File: config.mk
export PLATFORM = sky130hd
export DESIGN_NAME = reg_move_ctrl
export DESIGN_NICKNAME = d
export VERILOG_FILES = /design/src/rtl/reg_move_ctrl.sv
export SDC_FILE = /design/constraint.sdc
export NUM_CORES = 1
export LEC_CHECK = 0
export ABC_AREA = 1
export BUFFER_PORTS_ARGS = -buffer_cell sky130_fd_sc_hd__buf_2
export CORE_MARGIN = 10
export CORE_UTILIZATION = 40
export CTS_CLUSTER_SIZE = 30
export DETAILED_ROUTE_END_ITERATION = 7
export PLACE_DENSITY_LB_ADDON = 0.12
export SLEW_MARGIN = 15
export SYNTH_ARGS = -nofsm -noshare
export SYNTH_HDL_FRONTEND = slang
export SYNTH_SLANG_ARGS = --single-unit
export TNS_END_PERCENT = 30
File: constraint.sdc
create_clock -name clk -period 1.7 [get_ports clk]
set_input_delay 0.255 -clock clk [delete_from_list [all_inputs] [get_ports clk]]
set_output_delay 0.255 -clock clk [all_outputs]
set_load 0.01 [all_outputs]
File: src/rtl/reg_move_ctrl.sv
// -----------------------------------------------------------------------------
// reg_move_ctrl
//
// Sequencer on the initiator side of the 16x8 register file port. It takes one
// command at a time from the instruction decoder and runs it against the
// register file's single address port:
//   MOV  (op 00) : copy len+1 registers from src.. to dst.., ascending order
//   SWAP (op 01) : exchange registers src and dst
//   FILL (op 10) : write imm into len+1 registers starting at dst
//   op 11        : reserved, completes at once with err=1
//
// Ports
//   clk        system clock, rising edge
//   CLB        synchronous active-high reset
//   cmd_valid  command present
//   cmd_ready  high only while IDLE
//   cmd_op     operation code
//   cmd_src    source start address (MOV, SWAP)
//   cmd_dst    destination start address
//   cmd_len    element count minus one (MOV, FILL)
//   cmd_imm    fill value (FILL)
//   done       one-cycle pulse when a command completes
//   err        qualifies done; set only for the reserved op
//   RegAddr    register file address
//   reg_in     register file write data
//   LoadReg    register file write enable
//   reg_out    register file read data, combinational from RegAddr
//   state_dbg  current FSM state encoding (observation only)
//
// Handshake: a command is taken at a rising edge where cmd_valid && cmd_ready.
// cmd_ready is a pure decode of the IDLE state, so it never depends on
// cmd_valid, and every cmd_* field is latched at that same edge. cmd_valid may
// stay high while busy; nothing else is taken until the FSM is back in IDLE.
//
// All datapath outputs decode from registered state only, so there is no
// combinational path from cmd_* to RegAddr, reg_in or LoadReg.
// -----------------------------------------------------------------------------
module reg_move_ctrl #(
  parameter int AW = 4,
  parameter int DW = 8
) (
  input  logic          clk,
  input  logic          CLB,
  input  logic          cmd_valid,
  output logic          cmd_ready,
  input  logic [1:0]    cmd_op,
  input  logic [AW-1:0] cmd_src,
  input  logic [AW-1:0] cmd_dst,
  input  logic [AW-1:0] cmd_len,
  input  logic [DW-1:0] cmd_imm,
  output logic          done,
  output logic          err,
  output logic [AW-1:0] RegAddr,
  output logic [DW-1:0] reg_in,
  output logic          LoadReg,
  input  logic [DW-1:0] reg_out,
  output logic [2:0]    state_dbg
);

  typedef enum logic [2:0] {
    S_IDLE   = 3'd0,
    S_RD     = 3'd1,
    S_WR     = 3'd2,
    S_SW_RD2 = 3'd3,
    S_SW_WR1 = 3'd4,
    S_SW_WR2 = 3'd5,
    S_FILL   = 3'd6,
    S_DONE   = 3'd7
  } state_t;

  localparam logic [1:0]    OP_MOV  = 2'b00;
  localparam logic [1:0]    OP_SWAP = 2'b01;
  localparam logic [1:0]    OP_FILL = 2'b10;
  localparam logic [AW-1:0] A_ONE   = AW'(1);

  state_t        state;
  logic [AW-1:0] src;
  logic [AW-1:0] dst;
  logic [AW-1:0] cnt;
  logic [DW-1:0] hold_a;
  logic [DW-1:0] hold_b;
  logic [DW-1:0] imm;
  logic          is_swap;
  logic          err_q;

  // Single state/datapath process. Address increments wrap naturally at AW
  // bits, which gives the modulo-16 addressing.
  always_ff @(posedge clk) begin
    if (CLB) begin
      state   <= S_IDLE;
      src     <= '0;
      dst     <= '0;
      cnt     <= '0;
      hold_a  <= '0;
      hold_b  <= '0;
      imm     <= '0;
      is_swap <= 1'b0;
      err_q   <= 1'b0;
    end else begin
      case (state)
        S_IDLE: begin
          if (cmd_valid) begin
            src     <= cmd_src;
            dst     <= cmd_dst;
            cnt     <= cmd_len;
            imm     <= cmd_imm;
            is_swap <= (cmd_op == OP_SWAP);
            err_q   <= (cmd_op == 2'b11);
            case (cmd_op)
              OP_MOV:  state <= S_RD;
              OP_SWAP: state <= S_RD;
              OP_FILL: state <= S_FILL;
              default: state <= S_DONE;
            endcase
          end
        end
        // Shared read of src: MOV element read, or first SWAP read.
        S_RD: begin
          hold_a <= reg_out;
          state  <= is_swap ? S_SW_RD2 : S_WR;
        end
        S_WR: begin
          if (cnt == '0) begin
            state <= S_DONE;
          end else begin
            src   <= src + A_ONE;
            dst   <= dst + A_ONE;
            cnt   <= cnt - A_ONE;
            state <= S_RD;
          end
        end
        S_SW_RD2: begin
          hold_b <= reg_out;
          state  <= S_SW_WR1;
        end
        S_SW_WR1: state <= S_SW_WR2;
        S_SW_WR2: state <= S_DONE;
        S_FILL: begin
          if (cnt == '0) begin
            state <= S_DONE;
          end else begin
            dst <= dst + A_ONE;
            cnt <= cnt - A_ONE;
          end
        end
        S_DONE:  state <= S_IDLE;
        default: state <= S_IDLE;
      endcase
    end
  end

  // Output decode from registered state.
  always_comb begin
    cmd_ready = 1'b0;
    done      = 1'b0;
    err       = 1'b0;
    RegAddr   = '0;
    reg_in    = '0;
    LoadReg   = 1'b0;
    case (state)
      S_IDLE:   cmd_ready = 1'b1;
      S_RD:     RegAddr = src;
      S_WR: begin
        RegAddr = dst;
        reg_in  = hold_a;
        LoadReg = 1'b1;
      end
      S_SW_RD2: RegAddr = dst;
      S_SW_WR1: begin
        RegAddr = dst;
        reg_in  = hold_a;
        LoadReg = 1'b1;
      end
      S_SW_WR2: begin
        RegAddr = src;
        reg_in  = hold_b;
        LoadReg = 1'b1;
      end
      S_FILL: begin
        RegAddr = dst;
        reg_in  = imm;
        LoadReg = 1'b1;
      end
      S_DONE: begin
        done = 1'b1;
        err  = err_q;
      end
      default: ;
    endcase
  end

  assign state_dbg = state;

endmodule

* Word-level counts from Yosys, hierarchy flattened
Index checks and enable logic that the tools add are counted.
** Operators by class
- Add/sub/neg operators :: 3
- Eq/ne operators :: 14
- Mux-type cells :: 21
- Reduce and logical (&&, ||, !) cells :: 15
** Operators by type and width (count)
- one-hot mux 4 bit (2 select lines) :: 4
- two-way mux 4 bit :: 6
- one-hot mux 3 bit (8 select lines) :: 1
- one-hot mux 8 bit (3 select lines) :: 1
- equality test 3 bit, second input constant :: 4
- two-way mux 3 bit :: 3
- adder 4 x 1 -> 4 bit, second input constant :: 2
- inequality test 2 bit, second input constant :: 4
- OR reduction 2 bit :: 4
- OR reduction 4 bit :: 2
- equality test 3 x 2 -> 1 bit, second input constant :: 2
- one-hot mux 3 bit (2 select lines) :: 1
- AND reduction 3 bit :: 2
- two-way mux 1 bit :: 5
- equality test 2 bit, second input constant :: 2
- logical NOT 4 bit :: 1
- AND reduction 2 bit :: 2
- nonzero test 2 bit :: 2
- subtractor 4 x 1 -> 4 bit, second input constant :: 1
- equality test 3 x 1 -> 1 bit, second input constant :: 1
- logical NOT 3 bit :: 1
- equality test 2 x 1 -> 1 bit, second input constant :: 1
- logical NOT 2 bit :: 1
** Word-level totals
- Register bits after elaboration :: 41
- Output and inout port bits :: 19
- Logic and storage cells :: 62

* Longest topological paths before layout
- Depth in word-level cells :: 5
- Depth in mapped cells :: 10

* Worst setup path before layout
OpenSTA, ideal clock, no wires.
- Kind :: register to output
- From :: reg state[2] (netlist: state_dbg[2])
- To :: out RegAddr[1]
- Arrival :: 1195 ps
- Path slack :: 250 ps
- Cell stages (with the launch flop) :: 5
- Path buffers :: 0
- Cell sequence :: dfxtp_1 inv_2 nand2_1 o21ai_0 o21ai_0
** On the way
- Cells in the longest elaborated chain, start to end :: 3
** RTL lines
- start: declaration :: RTL line 76 : state_t state;
- start signal: assignment :: RTL line 120 : state <= is_swap ? S_SW_RD2 : S_WR;
- equality test 3 bit (tied with other cells) :: RTL line 160 : case (state)
- OR reduction 4 bit (no line) / OR reduction 2 bit (equally long branches)
- one-hot mux 4 bit (2 select lines) * :: RTL line 160
- end: declaration :: RTL line 53 : output logic [AW-1:0] RegAddr,
Every way passes the cells marked *; elsewhere a longest branch is shown, timed or not.

* Worst setup path in the final report
- From :: reg state[0] (netlist: state_dbg[0])
- To :: out reg_in[0]
** On the way
- Cells in the longest elaborated chain, start to end :: 3
** RTL lines
- equality test 3 bit / equality test 3 x 2 -> 1 bit (equally long branches) :: RTL line 160
- OR reduction 2 bit (no line)
- one-hot mux 8 bit (3 select lines) * :: RTL line 160
- end: declaration :: RTL line 54 : output logic [DW-1:0] reg_in,
Marks and branches as above.

==> summary.md <==
The worst register-to-register path begins at cnt[0]. The setup check on the worst reg-to-reg path leaves a slack of 0.19 ns. The unique cell type count in the Yosys netlist came out at 24. The overall die height came out at 92.2 um.

Data arrives at the worst endpoint at 1.37 ns. Number of buffer cells added on primary ports: 51. The tools report the launch instance of the worst min-delay path as reg_out[0]. The logs give 0.514 for the post-route core utilization and 0.29 ns for the clock insertion delay at the later pin of the skew report. The number of buffers added to fix hold violations after cts is 0, and the clock period minus final worst setup slack is 1.63 ns.

Detailed placement ended at an HPWL of 4200 um. The tools report the type of element launching the critical path as a register. In this run the power spent charging and discharging nets is 1.88 mW. For this design the ratio of total power to cell area is 1610 nW/um^2. TritonCTS sink count: 41.

The run gives 0.394 as the sequential-to-total area share from yosys stat. The filler cells instantiated in the layout total 537. The number of diodes added for antenna fixing is 0. The maximum buffer depth of the clock tree is 2.

Summed over all cells, the static leakage comes to 1.23 nW. For the effective utilization at floorplan, the log shows 0.411. The area of the die was 8490 sq um.

The share of total power consumed by net switching was 0.447. The initial antenna violation count came out at 0. The internal portion of the total power is 2.32 mW. After synthesis, the cell types taking the most area are sky130_fd_sc_hd__dfxtp_1 39%, sky130_fd_sc_hd__nand2_1 12%, sky130_fd_sc_hd__nor2_1 8.6%, sky130_fd_sc_hd__o21ai_0 7.9%, sky130_fd_sc_hd__inv_1 7.0%. Fraction of post-synthesis cell area in the top cell type by area: 0.394. Setup slack closes at 0.0713 ns. The end point of the worst hold path was hold_a[0].

Prior to clock tree synthesis, the placed netlist has a worst setup slack of 0.0678 ns. The number of cells on the worst reg-to-reg path is 8. The logs give 40 for the count of routing violations after the opening detailed-route iteration and 52 for the top-level I/O count. TritonCTS built the clock tree.

The tools report the number of cells after detailed placement as 434. The tools report the relative max-transition margin as 0.660. The placer's final routability congestion estimate is 0.795. The tightest min-delay check is of the in -> reg type. The number of global-route vias before repair was 2,053; the number of storage elements in the synthesis netlist was 41.

The run gives 0 as the total overflow reported by the global router. The number of cells on the worst hold path came out at 3. Area overhead of the layout relative to synthesis: 25.3%.

The run gives 0.145 as the share of power burned in the clock network. Setup repair after global routing could not meet its margin everywhere. The tools report the overall routed net length as 5530 um. For the final antenna-violating net count, the log shows 0. The number of vias per cell after detailed routing was 4.71.

The count of vias placed by the detailed router was 2,083; the final worst-path cycle share was 0.958. The tightest hold path in the finished design has a slack of 0.200 ns. After clock tree synthesis, the clock-pin slew on the worst setup and hold paths is 0.08 ns. STA puts the critical path data required time at 1.44 ns. The count of mapped cells out of synthesis was 315; the maximum clock rate was 614 MHz.

For the pin with the worst max-slew slack, the measured transition is 0.509 ns. The global-route usage over all layers was 0.133. The final layout contains 407 nets.

The run gives 0.488 as the combinational cell fraction of total power. The wire length per cell after detailed routing came out at 12.5 um. In this run the cell area of the synthesized design comes to 2080 sq um. The flow ran to the end, and the final reports show no timing, DRC or antenna violations. The region available for standard cell placement spans 5070 sq um. In this run the number of H-tree levels came out at 2. Entering global routing, the biggest net connects 28 pins. The first detailed-routing pass took 4 iterations. The floorplan has 26 rows.

The commonest non-fill, non-tap cell in the layout was sky130_fd_sc_hd__nand2_1. The run gives 0.00506 ns as the maximum clock skew at final layout. The count of cells in the finished layout, fillers not included, comes to 442. The first global-routing pass estimated 9340 um of wire. The final hold violation count was 0.

The run gives 351 as the number of nets in the synthesized netlist. The number of buffers inserted by post-CTS setup repair came out at 0. The root buffer cell chosen for the clock tree is sky130_fd_sc_hd__clkbuf_8. The top cell types in the final layout, fill and taps aside, are 64 x sky130_fd_sc_hd__nand2_1, 51 x sky130_fd_sc_hd__buf_2, 47 x sky130_fd_sc_hd__nor2_1. The fraction of layout cells with a size suffix above 1 is 0.242.

Max-cap violations in this run came to 0. IR analysis of the VDD net gives a maximum drop of 0.670 mV. The run gives 0 as the final-report max-slew violation count.

The number of clock buffers added by TritonCTS is 5. The synthesized design spends more area on one cell type than any other, namely sky130_fd_sc_hd__dfxtp_1. In this run the critical register-to-register path is captured at cnt[2].

In this run the worst path has a maximum fanout of 10. For the sequential share of power, the log shows 0.367. For this run, the number of Yosys warnings is 0. Critical path class: reg -> out. The floorplan step set the die width to 92.2 um. Setup violations remaining at the end of the flow were counted as 0. After detailed routing, the number of remaining DRC violations is 0.

The worst setup path is captured at an output port. After synthesis, the mean cell area works out to 6.61 sq um.
==> how the worst max path moves through the flow <==
stage            startpoint         end  slack (ns)
2_1_floorplan  state_dbg[2]  RegAddr[1]        0.25
3_3_place_gp   state_dbg[2]   reg_in[6]        0.13
3_5_place_dp   state_dbg[2]   reg_in[5]        0.07
4_1_cts        state_dbg[0]   reg_in[6]      -0.001
5_1_grt        state_dbg[0]   reg_in[3]      -0.007
6_report       state_dbg[0]   reg_in[0]        0.07
==> synthesized netlist by cell type <==
cell type and instances:
sky130_fd_sc_hd__buf_4 2, sky130_fd_sc_hd__dfxtp_1 41, sky130_fd_sc_hd__nand4_1 3, sky130_fd_sc_hd__o22ai_1 3, sky130_fd_sc_hd__o21ai_0 33, sky130_fd_sc_hd__nand3_2 1, sky130_fd_sc_hd__nor2_4 1, sky130_fd_sc_hd__inv_2 4
sky130_fd_sc_hd__nor2_2 2, sky130_fd_sc_hd__ha_1 3, sky130_fd_sc_hd__o221ai_1 8, sky130_fd_sc_hd__o21ai_1 7, sky130_fd_sc_hd__buf_1 1, sky130_fd_sc_hd__buf_2 4, sky130_fd_sc_hd__nand2_2 2, sky130_fd_sc_hd__clkbuf_1 3
sky130_fd_sc_hd__nand2_1 65, sky130_fd_sc_hd__nor2_1 48, sky130_fd_sc_hd__inv_4 1, sky130_fd_sc_hd__nand2_4 1, sky130_fd_sc_hd__nand3b_1 1, sky130_fd_sc_hd__inv_1 39, sky130_fd_sc_hd__nand3_1 20, sky130_fd_sc_hd__a21oi_1 22
==> final cells by class <==
cell class,instances,area [sq um],share of cell area
Multi-Input combinational cell,220,1100,0.421
Timing Repair Buffer,59,328,0.126
Clock inverter,2,10.0,0.00384
Tap cell,70,87.6,0.0336
Sequential cell,41,832,0.319
Inverter,44,180,0.0690
Clock buffer,6,72.6,0.0278
==> critical path: stages, from the launching register on <==
cell and delay [ns]:
sky130_fd_sc_hd__dfxtp_4 0.39, sky130_fd_sc_hd__inv_8 0.10, sky130_fd_sc_hd__nand2_4 0.07, sky130_fd_sc_hd__nor2_4 0.11, sky130_fd_sc_hd__inv_4 0.08, sky130_fd_sc_hd__o221ai_1 0.17
sky130_fd_sc_hd__buf_2 0.17
==> logic make-up after synthesis <==
logic type	after synthesis	synth area share
DFF	41	0.394
AOI/OAI and AO/OA	73	0.192
and+or+nand+nor	144	0.292
buffers and inverters	54	0.105
adders and majority gates	3	0.0180
==> power by group through the flow <==
stage	registers [mW]	clock network [mW]	logic, mW
finish	1.54	0.609	2.05
global route	1.58	0.682	2.38
CTS	1.51	0.640	2.01
detailed placement	1.51	0	1.97
global placement	1.51	0	1.96
floorplan	1.47	0	1.40
==> registers in the layout, summed over array words and instances, names as in the netlist <==
name and count:
cnt 4, dst 4, err_q 1, hold_a 8, hold_b 8, imm 8
is_swap 1, src 4, state_dbg 3
==> repair_timing <==
action                     4_1_cts  5_1_grt
hold endpoints to repair         0        0
setup endpoints to repair       12       12
gates resized for setup         11       14
==> layer usage <==
metal,up-vias,share of wire,global-route usage
met5,-,0,0
met4,0,0.012,0.0591
met3,6,0.057,0.0416
met2,41,0.47,0.221
met1,900,0.46,0.153
li1,1136,-,-
==> per-stage QoR <==
| stage | cell area [sq um] | power (mW) | setup TNS (ns) |
|---|---|---|---|
| global placement | 2450 | 3.47 | 0 |
| floorplan | 2080 | 2.86 | 0 |
| finish | 2610 | 4.20 | 0 |
| detailed placement | 2450 | 3.49 | 0 |
| global route | 2610 | 4.64 | -0.00884 |
| CTS | 2560 | 4.16 | -0.00102 |
Power figures use the tool's default switching activity.
